### config.mk
export PLATFORM = sky130hd
export DESIGN_NAME = vreg_operand_fetch
export DESIGN_NICKNAME = d
export VERILOG_FILES = /design/src/rtl/vreg_operand_fetch.sv
export SDC_FILE = /design/constraint.sdc
export NUM_CORES = 1
export LEC_CHECK = 0
export CAP_MARGIN = 40
export CORE_ASPECT_RATIO = 1.75
export CORE_MARGIN = 3
export CORE_UTILIZATION = 33
export CTS_BUF_LIST = sky130_fd_sc_hd__clkbuf_8 sky130_fd_sc_hd__clkbuf_16
export CTS_CLUSTER_SIZE = 8
export DETAILED_ROUTE_END_ITERATION = 7
export PLACE_DENSITY = 0.81
export SLEW_MARGIN = 20
export SYNTH_ARGS = -nofsm -noshare
export SYNTH_HDL_FRONTEND = slang
export SYNTH_SLANG_ARGS = --single-unit
### constraint.sdc
create_clock -name clk -period 2.3 [get_ports clk]
set_input_delay 0.46 -clock clk [delete_from_list [all_inputs] [get_ports clk]]
set_output_delay 0.46 -clock clk [all_outputs]
set_load 0.02 [all_outputs]
### src/rtl/vreg_operand_fetch.sv
`default_nettype none
// +--------------------------------------------------------------------------+
// | Module   : vreg_operand_fetch                                            |
// | Function : Walks a vector of register rows, issues replicated read       |
// |            addresses to a banked register file and streams the returned  |
// |            operand pairs out under a valid/ready handshake.              |
// | Option   : VREG_FETCH_BGATE_EN - when defined, operand b is read only if |
// |            issue_use_b was set at issue; otherwise b is always read.     |
// | Revision : 1.0 - initial release                                         |
// +--------------------------------------------------------------------------+
module vreg_operand_fetch #(
    parameter int NUMBANKS           = 1,
    parameter int LOG2NUMREGSPERBANK = 5,
    parameter int WIDTH              = 32
) (
    input  logic                                   clk,
    input  logic                                   resetn,

    input  logic                                   issue_valid,
    output logic                                   issue_ready,
    input  logic [LOG2NUMREGSPERBANK-1:0]          issue_base_a,
    input  logic [LOG2NUMREGSPERBANK-1:0]          issue_base_b,
    input  logic [LOG2NUMREGSPERBANK:0]            issue_passes,
    input  logic                                   issue_use_b,

    output logic [NUMBANKS*LOG2NUMREGSPERBANK-1:0] a_reg,
    output logic [NUMBANKS*LOG2NUMREGSPERBANK-1:0] b_reg,
    output logic [NUMBANKS-1:0]                    a_en,
    output logic [NUMBANKS-1:0]                    b_en,
    input  logic [NUMBANKS*WIDTH-1:0]              a_readdatain,
    input  logic [NUMBANKS*WIDTH-1:0]              b_readdatain,

    output logic                                   out_valid,
    input  logic                                   out_ready,
    output logic [NUMBANKS*WIDTH-1:0]              out_a,
    output logic [NUMBANKS*WIDTH-1:0]              out_b,
    output logic                                   out_last,

    output logic                                   busy
);

    localparam int RW = LOG2NUMREGSPERBANK;

    localparam logic [1:0] c_ST_IDLE  = 2'd0;
    localparam logic [1:0] c_ST_RUN   = 2'd1;
    localparam logic [1:0] c_ST_DRAIN = 2'd2;

    localparam logic [RW:0] c_ONE  = {{RW{1'b0}}, 1'b1};
    localparam logic [RW:0] c_ZERO = '0;

    logic [1:0]    state_q, state_d;
    logic [RW:0]   p_q, p_d;
    logic [RW:0]   passes_q, passes_d;
    logic [RW-1:0] base_a_q, base_a_d;
    logic [RW-1:0] base_b_q, base_b_d;
    logic          out_valid_q, out_valid_d;
    logic          last_pending_q, last_pending_d;

    logic          w_accept;
    logic          w_advance;
    logic          w_final_pass;
    logic          w_last_taken;
    logic          w_b_read;
    logic [RW-1:0] w_row_a;
    logic [RW-1:0] w_row_b;

    // ------------------------------------------------------------------
    // State register
    // ------------------------------------------------------------------
    always_ff @(posedge clk or negedge resetn) begin
        if (!resetn) begin
            state_q        <= c_ST_IDLE;
            p_q            <= '0;
            passes_q       <= '0;
            base_a_q       <= '0;
            base_b_q       <= '0;
            out_valid_q    <= 1'b0;
            last_pending_q <= 1'b0;
        end else begin
            state_q        <= state_d;
            p_q            <= p_d;
            passes_q       <= passes_d;
            base_a_q       <= base_a_d;
            base_b_q       <= base_b_d;
            out_valid_q    <= out_valid_d;
            last_pending_q <= last_pending_d;
        end
    end

    // ------------------------------------------------------------------
    // Next-state logic
    // ------------------------------------------------------------------
    always_comb begin
        state_d = state_q;
        case (state_q)
            c_ST_IDLE: begin
                // A zero-length vector is accepted but never leaves IDLE.
                if (w_accept && (issue_passes != c_ZERO)) begin
                    state_d = c_ST_RUN;
                end
            end
            c_ST_RUN: begin
                if (w_advance && w_final_pass) begin
                    state_d = c_ST_DRAIN;
                end
            end
            c_ST_DRAIN: begin
                if (w_last_taken) begin
                    state_d = c_ST_IDLE;
                end
            end
            default: begin
                state_d = c_ST_IDLE;
            end
        endcase
    end

    // ------------------------------------------------------------------
    // Output / control decode
    // ------------------------------------------------------------------
    always_comb begin
        issue_ready  = (state_q == c_ST_IDLE);
        busy         = (state_q != c_ST_IDLE);
        w_accept     = issue_valid && (state_q == c_ST_IDLE);
        w_advance    = (state_q == c_ST_RUN) && (!out_valid_q || out_ready);
        w_final_pass = (p_q == (passes_q - c_ONE));
        out_valid    = out_valid_q;
        out_last     = out_valid_q && last_pending_q;
        w_last_taken = out_valid_q && out_ready && out_last;
    end

    // ------------------------------------------------------------------
    // Datapath registers
    // ------------------------------------------------------------------
    always_comb begin
        p_d            = p_q;
        passes_d       = passes_q;
        base_a_d       = base_a_q;
        base_b_d       = base_b_q;
        last_pending_d = last_pending_q;

        if (w_accept) begin
            p_d            = '0;
            passes_d       = issue_passes;
            base_a_d       = issue_base_a;
            base_b_d       = issue_base_b;
            last_pending_d = 1'b0;
        end

        if (w_advance) begin
            p_d = p_q + c_ONE;
            if (w_final_pass) begin
                last_pending_d = 1'b1;
            end
        end

        if (w_last_taken) begin
            last_pending_d = 1'b0;
        end

        // A held beat stays valid until it is taken.
        out_valid_d = w_advance || (out_valid_q && !out_ready);
    end

    // Row arithmetic is RW bits wide so the address wraps from the top row to 0.
    assign w_row_a = base_a_q + p_q[RW-1:0];
    assign w_row_b = base_b_q + p_q[RW-1:0];

`ifdef VREG_FETCH_BGATE_EN
    logic use_b_q, use_b_d;

    always_ff @(posedge clk or negedge resetn) begin
        if (!resetn) begin
            use_b_q <= 1'b0;
        end else begin
            use_b_q <= use_b_d;
        end
    end

    always_comb begin
        use_b_d = use_b_q;
        if (w_accept) begin
            use_b_d = issue_use_b;
        end
    end

    assign w_b_read = w_advance && use_b_q;
    assign out_b    = use_b_q ? b_readdatain : '0;
`else
    logic w_unused_use_b;

    assign w_unused_use_b = issue_use_b;
    assign w_b_read       = w_advance;
    assign out_b          = b_readdatain;
`endif

    assign out_a = a_readdatain;

    generate
        for (genvar g = 0; g < NUMBANKS; g++) begin : g_bank
            assign a_reg[g*RW +: RW] = w_row_a;
            assign b_reg[g*RW +: RW] = w_row_b;
            assign a_en[g]           = w_advance;
            assign b_en[g]           = w_b_read;
        end
    endgenerate

endmodule
`default_nettype wire

Yosys cells after proc, flatten, opt, wreduce, memory -nomap -nowiden
Cells that the tools add are included.
- add/sub/neg operators: 4
- equality and inequality tests: 6
- multiplexer cells: 10
- reductions and logical operators: 17
- operators with widths (operator ; number):
    two-way mux 6 bit ; 2
    adder 5 bit ; 2
    logical AND 1 bit ; 8
    adder 6 x 1 -> 6 bit, second input constant ; 1
    == test 6 bit ; 1
    two-way mux 2 bit ; 3
    one-hot mux 2 bit (3 select lines) ; 1
    nonzero test 6 bit ; 1
    subtractor 6 x 1 -> 6 bit, second input constant ; 1
    two-way mux 1 bit ; 4
    != test 2 bit, second input constant ; 2
    nonzero test 2 bit ; 2
    AND reduction 3 bit ; 1
    == test 2 x 1 -> 1 bit, second input constant ; 1
    == test 2 bit, second input constant ; 1
    zero test 1 bit ; 2
    zero test 2 bit ; 1
    logical OR 1 bit ; 2
    != test 2 x 1 -> 1 bit, second input constant ; 1
- register bits after elaboration: 26
- input bits: 85
- logic and storage cells: 44

Longest topological paths before layout
Gate-level depths: netlist of run 1.
- word-level depth: 6
- depth in mapped cells: 7

Worst setup path before layout of run 1
Ideal clock, no wire load.
- path kind: reg-to-output
- from: register p_q[0]
- to: output a_reg[4]
- data arrival time: 1.640 ns
- required time: 1.840 ns
- slack: 0.200 ns
- cell stages (with the launch flop): 8
- path through: dfrtp_1 > ha_1 > inv_1 > fa_1 > inv_1 > a21o_1 > a21oi_1 > xnor2_1
- cells in the longest elaborated chain, start to end: 1
- RTL lines (what ; RTL line ; text):
    start: declaration ; 52 ; logic [RW:0] p_q, p_d;
    start signal: assignment ; 81 ; p_q <= p_d;
    adder 5 bit ; 166 ; assign w_row_a = base_a_q + p_q[RW-1:0];
    end: declaration ; 26 ; output logic [NUMBANKS*LOG2NUMREGSPERBANK-1:0] a_reg,
No other way between the ends.

Final worst setup path of run 1
- from: register p_q[0]
- to: output b_reg[4]
- cells in the longest elaborated chain, start to end: 1
- RTL lines (what ; RTL line ; text):
    adder 5 bit ; 167 ; assign w_row_b = base_b_q + p_q[RW-1:0];
    end: declaration ; 27 ; output logic [NUMBANKS*LOG2NUMREGSPERBANK-1:0] b_reg,
No other way between the ends.

==> run metrics, run 1 <==
outcome complete, but fails checks; failing checks negative setup slack; Worst path slowest cell dfrtp_1; synth cell count leaders buf_4, nand2_1, dfrtp_1; clk slew on worst S/H paths 0.09 ns; DRC 0; CTS buffer count 3; Top Ports 165; kind of critical path reg -> out; initial antenna violation count 0; Gate Count Post-Synth 235; Overall Power 0.807 mW; Worst Hold Class reg -> reg; Primary FF master, synth dfrtp_1; simple-gate share of the synthesized area 14.7%; Die ar. 0.00717 mm^2; first-pass GRT wire length 6470 um; post-synthesis mux area share 2.59%; Die Wd 65.3 um; Post-synth ARST share 100%; Iteration-0 DRC Markers 17; XOR/XNOR Fraction of Synth Area 6.04%; Critical path origin p_q[0]; achievable frequency 424 MHz; Synth Area in Adders 8.13%; largest net degree at the start of global routing 27; Final #Nets 318; Max Cap Viol 0; final setup violation count 2; Sink Count 26; H-tree depth 1; Starting Density 34.3%; final setup margin -0.0590 ns; Period minus WS final 2.36 ns; largest family of logic cells by synthesized area buffers and inverters; Warnings, synthesis 0; CP cell instances buf_6 > ha_4 > inv_2 > fa_2 > inv_1 > a21o_1 > a21oi_2 > xnor2_1 > buf_4; vias 1,415; critical path arrival 1.90 ns; Rows 37; ANT nets after route 0; startpoint types register; synth top area cells dfrtp_1, buf_4, nand2_1; P_leak 1.06 nW; top-area cell type share of the netlist area 32.0%; power density over the cells 373 mW/mm^2; fin. max-slew vios 0; WL/cell 13.9 um; Slew @ Worst Pin 0.467 ns; Reg2Reg Launch Point passes_q[0]; EDFF count, synth 0; Post-Route WL 4140 um; clock buffer depth 2; Avg Cell Area, Syn 8.64 um^2; register area share after synthesis 32.0%; maximum vdd drop 0.000190 V; CP Data Required Time 1.84 ns; grt total ovfl 0; Skew-Pair Late Insertion Delay 0.28 ns; Worst Skew 0.00436 ns; Final Cycle Share 103%; Mapped Area 0.00203 mm^2; Hold Fails Final Rpt 0; WP buf/inv 4; post-synth net total 332; CTS tree done; cell family with most CP delay adder cells; CP max stage delay 0.38 ns; Place WS -0.206 ns; Via-to-Cell Ratio 4.75; CP max FO 2; Placeable Area 0.00593 mm^2; die height 110 um; Synth Area in Compound Gates 8.44%; Synth cell types 34; layout cells sized above 1 16.8%; Port Buf Inserts 35; HP Start base_b_q[3]; count leader, synth buf_4; Area growth, synth to finish 6.47%; GP Congestion 0.796; DP HPWL 3160 um; total track usage 11.6%; max_slew headroom 68.6%; Critical Path Sink Type output port; 1st-pass router iterations 4; vias in the first global route 1,447; Fillers 648; RSZ-0062 raised after global routing true; count of hold-fix buffers inserted at cts 0; largest area contributor in the netlist dfrtp_1; clk root buf clkbuf_8; Synth Register Bits 26; # diodes 0
-- cells in the final DEF (no fill, tap or decap), types with 4 or more instances in the layout --
| cell | count |
|---|---|
| a21o_1 | 5 |
| a21oi_1 | 4 |
| a21oi_2 | 4 |
| buf_4 | 20 |
| clkbuf_8 | 4 |
| clkdlybuf4s50_1 | 25 |
| dfrtp_1 | 26 |
| ha_1 | 9 |
| inv_1 | 14 |
| nand2_1 | 44 |
| nand2b_1 | 4 |
| o21ai_0 | 5 |
| xnor2_1 | 10 |
-- per-layer routing --
layer	wire [um]	vias up	part of all wire [%]	global-route usage, %
li1	-	665	-	-
met1	1360	647	33	10.6
met2	2110	53	51	19.9
met3	283	50	6.8	2.86
met4	381	0	9.2	12.0
met5	0	-	0	0
-- where the power goes --
part | internal, mW | leakage, nW | switching, mW
Combinational | 0.0297 | 0.711 | 0.0147
Sequential | 0.457 | 0.322 | 0.0000000000000000649
Clock | 0.153 | 0.0288 | 0.153
-- kinds of logic after synthesis --
logic type	after synthesis
AO/OA/AOI/OAI	26
XOR/XNOR	14
adder cells (fa/ha/maj)	12
buffers and inverters	85
AND/OR/NAND/NOR	67
multiplexers	5
flip-flops	26
-- area by class of cell --
| class | count | area, um^2 | share of cell area [%] |
|---|---|---|---|
| flip-flops and latches | 26 | 651 | 30.1 |
| well taps | 78 | 97.6 | 4.51 |
| multi-input cells | 124 | 848 | 39.2 |
| inverters | 15 | 56.3 | 2.60 |
| clock buffers | 4 | 55.1 | 2.55 |
| repair buffers | 51 | 454 | 21.0 |
-- path summary, 6_finish.rpt --
kind | end | slack [ns] | depth (start not counted)
worst min-delay path | base_b_q[3] | 0.49 | 2
worst min register to register | base_b_q[3] | 0.49 | 2
worst max register to register | state_q[0] | 0.46 | 6
worst max-delay path | b_reg[4] | -0.06 | 9
max in group asynchronous | p_q[0] | 1.49 | 2
min in group asynchronous | base_a_q[1] | 0.55 | 2
-- registers in the layout, indices dropped and copies added (netlist names) --
register / cells
base_a_q: 5
base_b_q: 5
last_pending_q: 1
out_valid: 1
p_q: 6
passes_q: 6
state_q: 2
-- worst register-to-register path: stages, from the launching register on --
cell,delay (ns)
dfrtp_1,0.43
inv_1,0.09
ha_1,0.32
xnor2_1,0.13
nor4_1,0.18
nand4b_1,0.21
a311o_1,0.39
-- metrics by stage --
stage                     std cells  util (%)  cell area (um^2)  TNS [ns]  hold WS [ns]
after CTS                       298      36.3              2150   -0.0604         0.495
after global placement          293      35.1              2080    -0.684         0.463
after detailed placement        293      35.1              2080    -0.871         0.473
after global routing            298      36.5              2160    -0.309         0.509
after floorplan                 235         -              2030         0         0.164
final                           298      36.5              2160   -0.0878         0.490
-- what timing repair did --
action                     in CTS  in global routing
pin swaps                       0                  3
setup buffers                   1                  0
setup endpoints to repair      10                  6
resized for setup              44                  6
Note: power is estimated with default switching activity, not from simulation.
==> run 2: changes to the inputs <==
REMOVE_ABC_BUFFERS = 1   (was default)
==> run 2 against run 1 <==
The run still ends with negative setup slack left; register-to-register slack lost 0.06 ns; final cell count grew 0.34%; first-iteration DRC count grew to 3.2 times the previous value; clock-buffer cell count is the same; via count grew 0.85%.
==> run metrics, run 2 (synthesis results as in run 1) <==
outcome complete, but fails checks; failing checks negative setup slack; WL/cell 30.5 um (+120%); Top Ports 165 (unchanged); Final Cycle Share 100% (-2.2 points); commonest cells after routing, fill and taps aside nand2_1, dfrtp_1, clkdlybuf4s50_1, buf_4, inv_1; Final #Nets 319 (+0.31%); biggest regs p_q (6), passes_q (6); achievable frequency 433 MHz (+2.2%); H-tree depth 1 (unchanged); fin. max-slew vios 0 (unchanged); Worst Skew 0.00316 ns (-0.00120 ns); Critical Path Sink Type output port; power density over the cells 370 mW/mm^2 (-0.77%); Hold Fails Final Rpt 0 (unchanged); Max Cap Viol 0 (unchanged); CTS buffer count 3 (unchanged); critical path arrival 1.85 ns (-0.05 ns); # diodes 0 (unchanged); Sink Count 26 (unchanged); max_slew headroom 67.4% (-1.2 points); final setup violation count 1 (-1); DP Cell Count 292 (-0.34%); vias in the first global route 1,353 (-6.5%); Placeable Area 0.00593 mm^2 (unchanged); Worst Hold Class reg -> reg; Area growth, synth to finish 6.47% (unchanged); Iteration-0 DRC Markers 55 (+38); Skew-Pair Late Insertion Delay 0.27 ns (about the same); grt total ovfl 0 (unchanged); Slew @ Worst Pin 0.485 ns (+0.0177 ns); Die Wd 65.3 um (unchanged); CP max FO 3 (+1); first-pass GRT wire length 11,500 um (+77%); commonest non-fill, non-tap cell in the layout nand2_1; Rows 37 (unchanged); Port Buf Inserts 35 (unchanged); post-layout util 36.5% (unchanged); initial antenna violation count 0 (unchanged); layout cells sized above 1 19.0% (+2.2 points); vias 1,427 (+0.85%); Via-to-Cell Ratio 4.77 (+0.51%); 1st-pass router iterations 4 (unchanged); clock buffer depth 2 (unchanged); clk root buf clkbuf_8; startpoint types register; clk slew on worst S/H paths 0.09 ns (about the same); final cell count without fillers 299 (+0.34%); largest net degree at the start of global routing 27 (unchanged); total track usage 25.0% (+13 points); Starting Density 34.3% (unchanged); GP Congestion 0.898 (+13%); ANT nets after route 0 (unchanged); final setup margin -0.00807 ns (+0.0509 ns); DP HPWL 8230 um (+160%); die height 110 um (unchanged); kind of critical path reg -> out; RSZ-0062 raised after global routing true; CTS tree done; Die ar. 0.00717 mm^2 (unchanged); P_leak 1.06 nW (-0.21%); Period minus WS final 2.31 ns (-0.0509 ns); Post-Route WL 9120 um (+120%); maximum vdd drop 0.000374 V (+97%); CP Data Required Time 1.84 ns (about the same); count of hold-fix buffers inserted at cts 0 (unchanged); DRC 0 (unchanged); WHS 0.497 ns (+0.00708 ns)
run 2: cell types whose count changed in the layout (fill, tap and decap cells not counted), sizes merged:
cell / before / now
buf: 22 / 23
clkbuf: 4 / 5
clkdlybuf4s15: 1 / 0
run 2: power by group:
group          internal, mW  leakage [nW]         switching [mW]
clock                 0.153        0.0288                  0.146
sequential            0.457         0.322  0.0000000000000000757
combinational        0.0297         0.708                 0.0149
total                 0.640          1.06                  0.161
run 2: repair_timing:
| item | CTS | global route |
|---|---|---|
| buffers inserted | 0 | 3 |
| setup endpoints to repair | 10 | 6 |
| resized for setup | 35 | 17 |
| pin swaps | 2 | 6 |
run 2: layer usage:
layer	up-vias	track usage, %	part of all wire, %	routed length (um)
met5	-	5.47	0.47	43
met4	2	13.2	5.2	476
met3	18	25.9	23	2140
met2	107	47.0	53	4800
met1	630	11.8	18	1660
li1	670	-	-	-
run 2: worst paths after layout:
path                             start          end  cells after the start  slack (ns)
max in group asynchronous       resetn       p_q[1]                      2        1.49
hold / removal             base_a_q[2]  base_a_q[2]                      2        0.50
setup reg to reg           passes_q[0]   state_q[0]                      6        0.40
hold reg to reg            base_a_q[2]  base_a_q[2]                      2        0.50
min in group asynchronous       resetn  passes_q[0]                      2        0.56
setup / recovery                p_q[0]     a_reg[4]                      8      -0.008
run 2: metrics by stage:
| stage | total power [mW] | setup TNS, ns | area [um^2] | setup slack [ns] |
|---|---|---|---|---|
| after detailed placement | 0.511 | -0.600 | 2070 | -0.176 |
| after CTS | 0.807 | -0.0698 | 2110 | -0.0698 |
| final | 0.801 | -0.00807 | 2160 | -0.00807 |
| after global routing | 0.829 | -0.292 | 2160 | -0.128 |
| after floorplan | 0.467 | 0 | 1520 | 0.200 |
| after global placement | 0.511 | -0.494 | 2070 | -0.162 |
run 2: layout make-up:
type / count / area, um^2
flip-flops and latches: 26 / 651
well taps: 78 / 97.6
multi-input cells: 124 / 853
inverters: 15 / 56.3
repair buffers: 52 / 449
clock buffers: 4 / 55.1
fillers: 645 / 3760
run 2: worst max-delay path, cell delays in order (launching register included):
cell	delay [ns]
dfrtp_1	0.38
ha_2	0.20
inv_2	0.04
fa_2	0.36
inv_2	0.05
a21o_1	0.12
a21oi_2	0.06
xnor2_1	0.19
buf_4	0.17
==> run 3: changes to the inputs <==
GPL_ROUTABILITY_DRIVEN = 0   (was default)
==> results of run 3 <==
Final layout, timing and power as in run 2 (identical DEF).
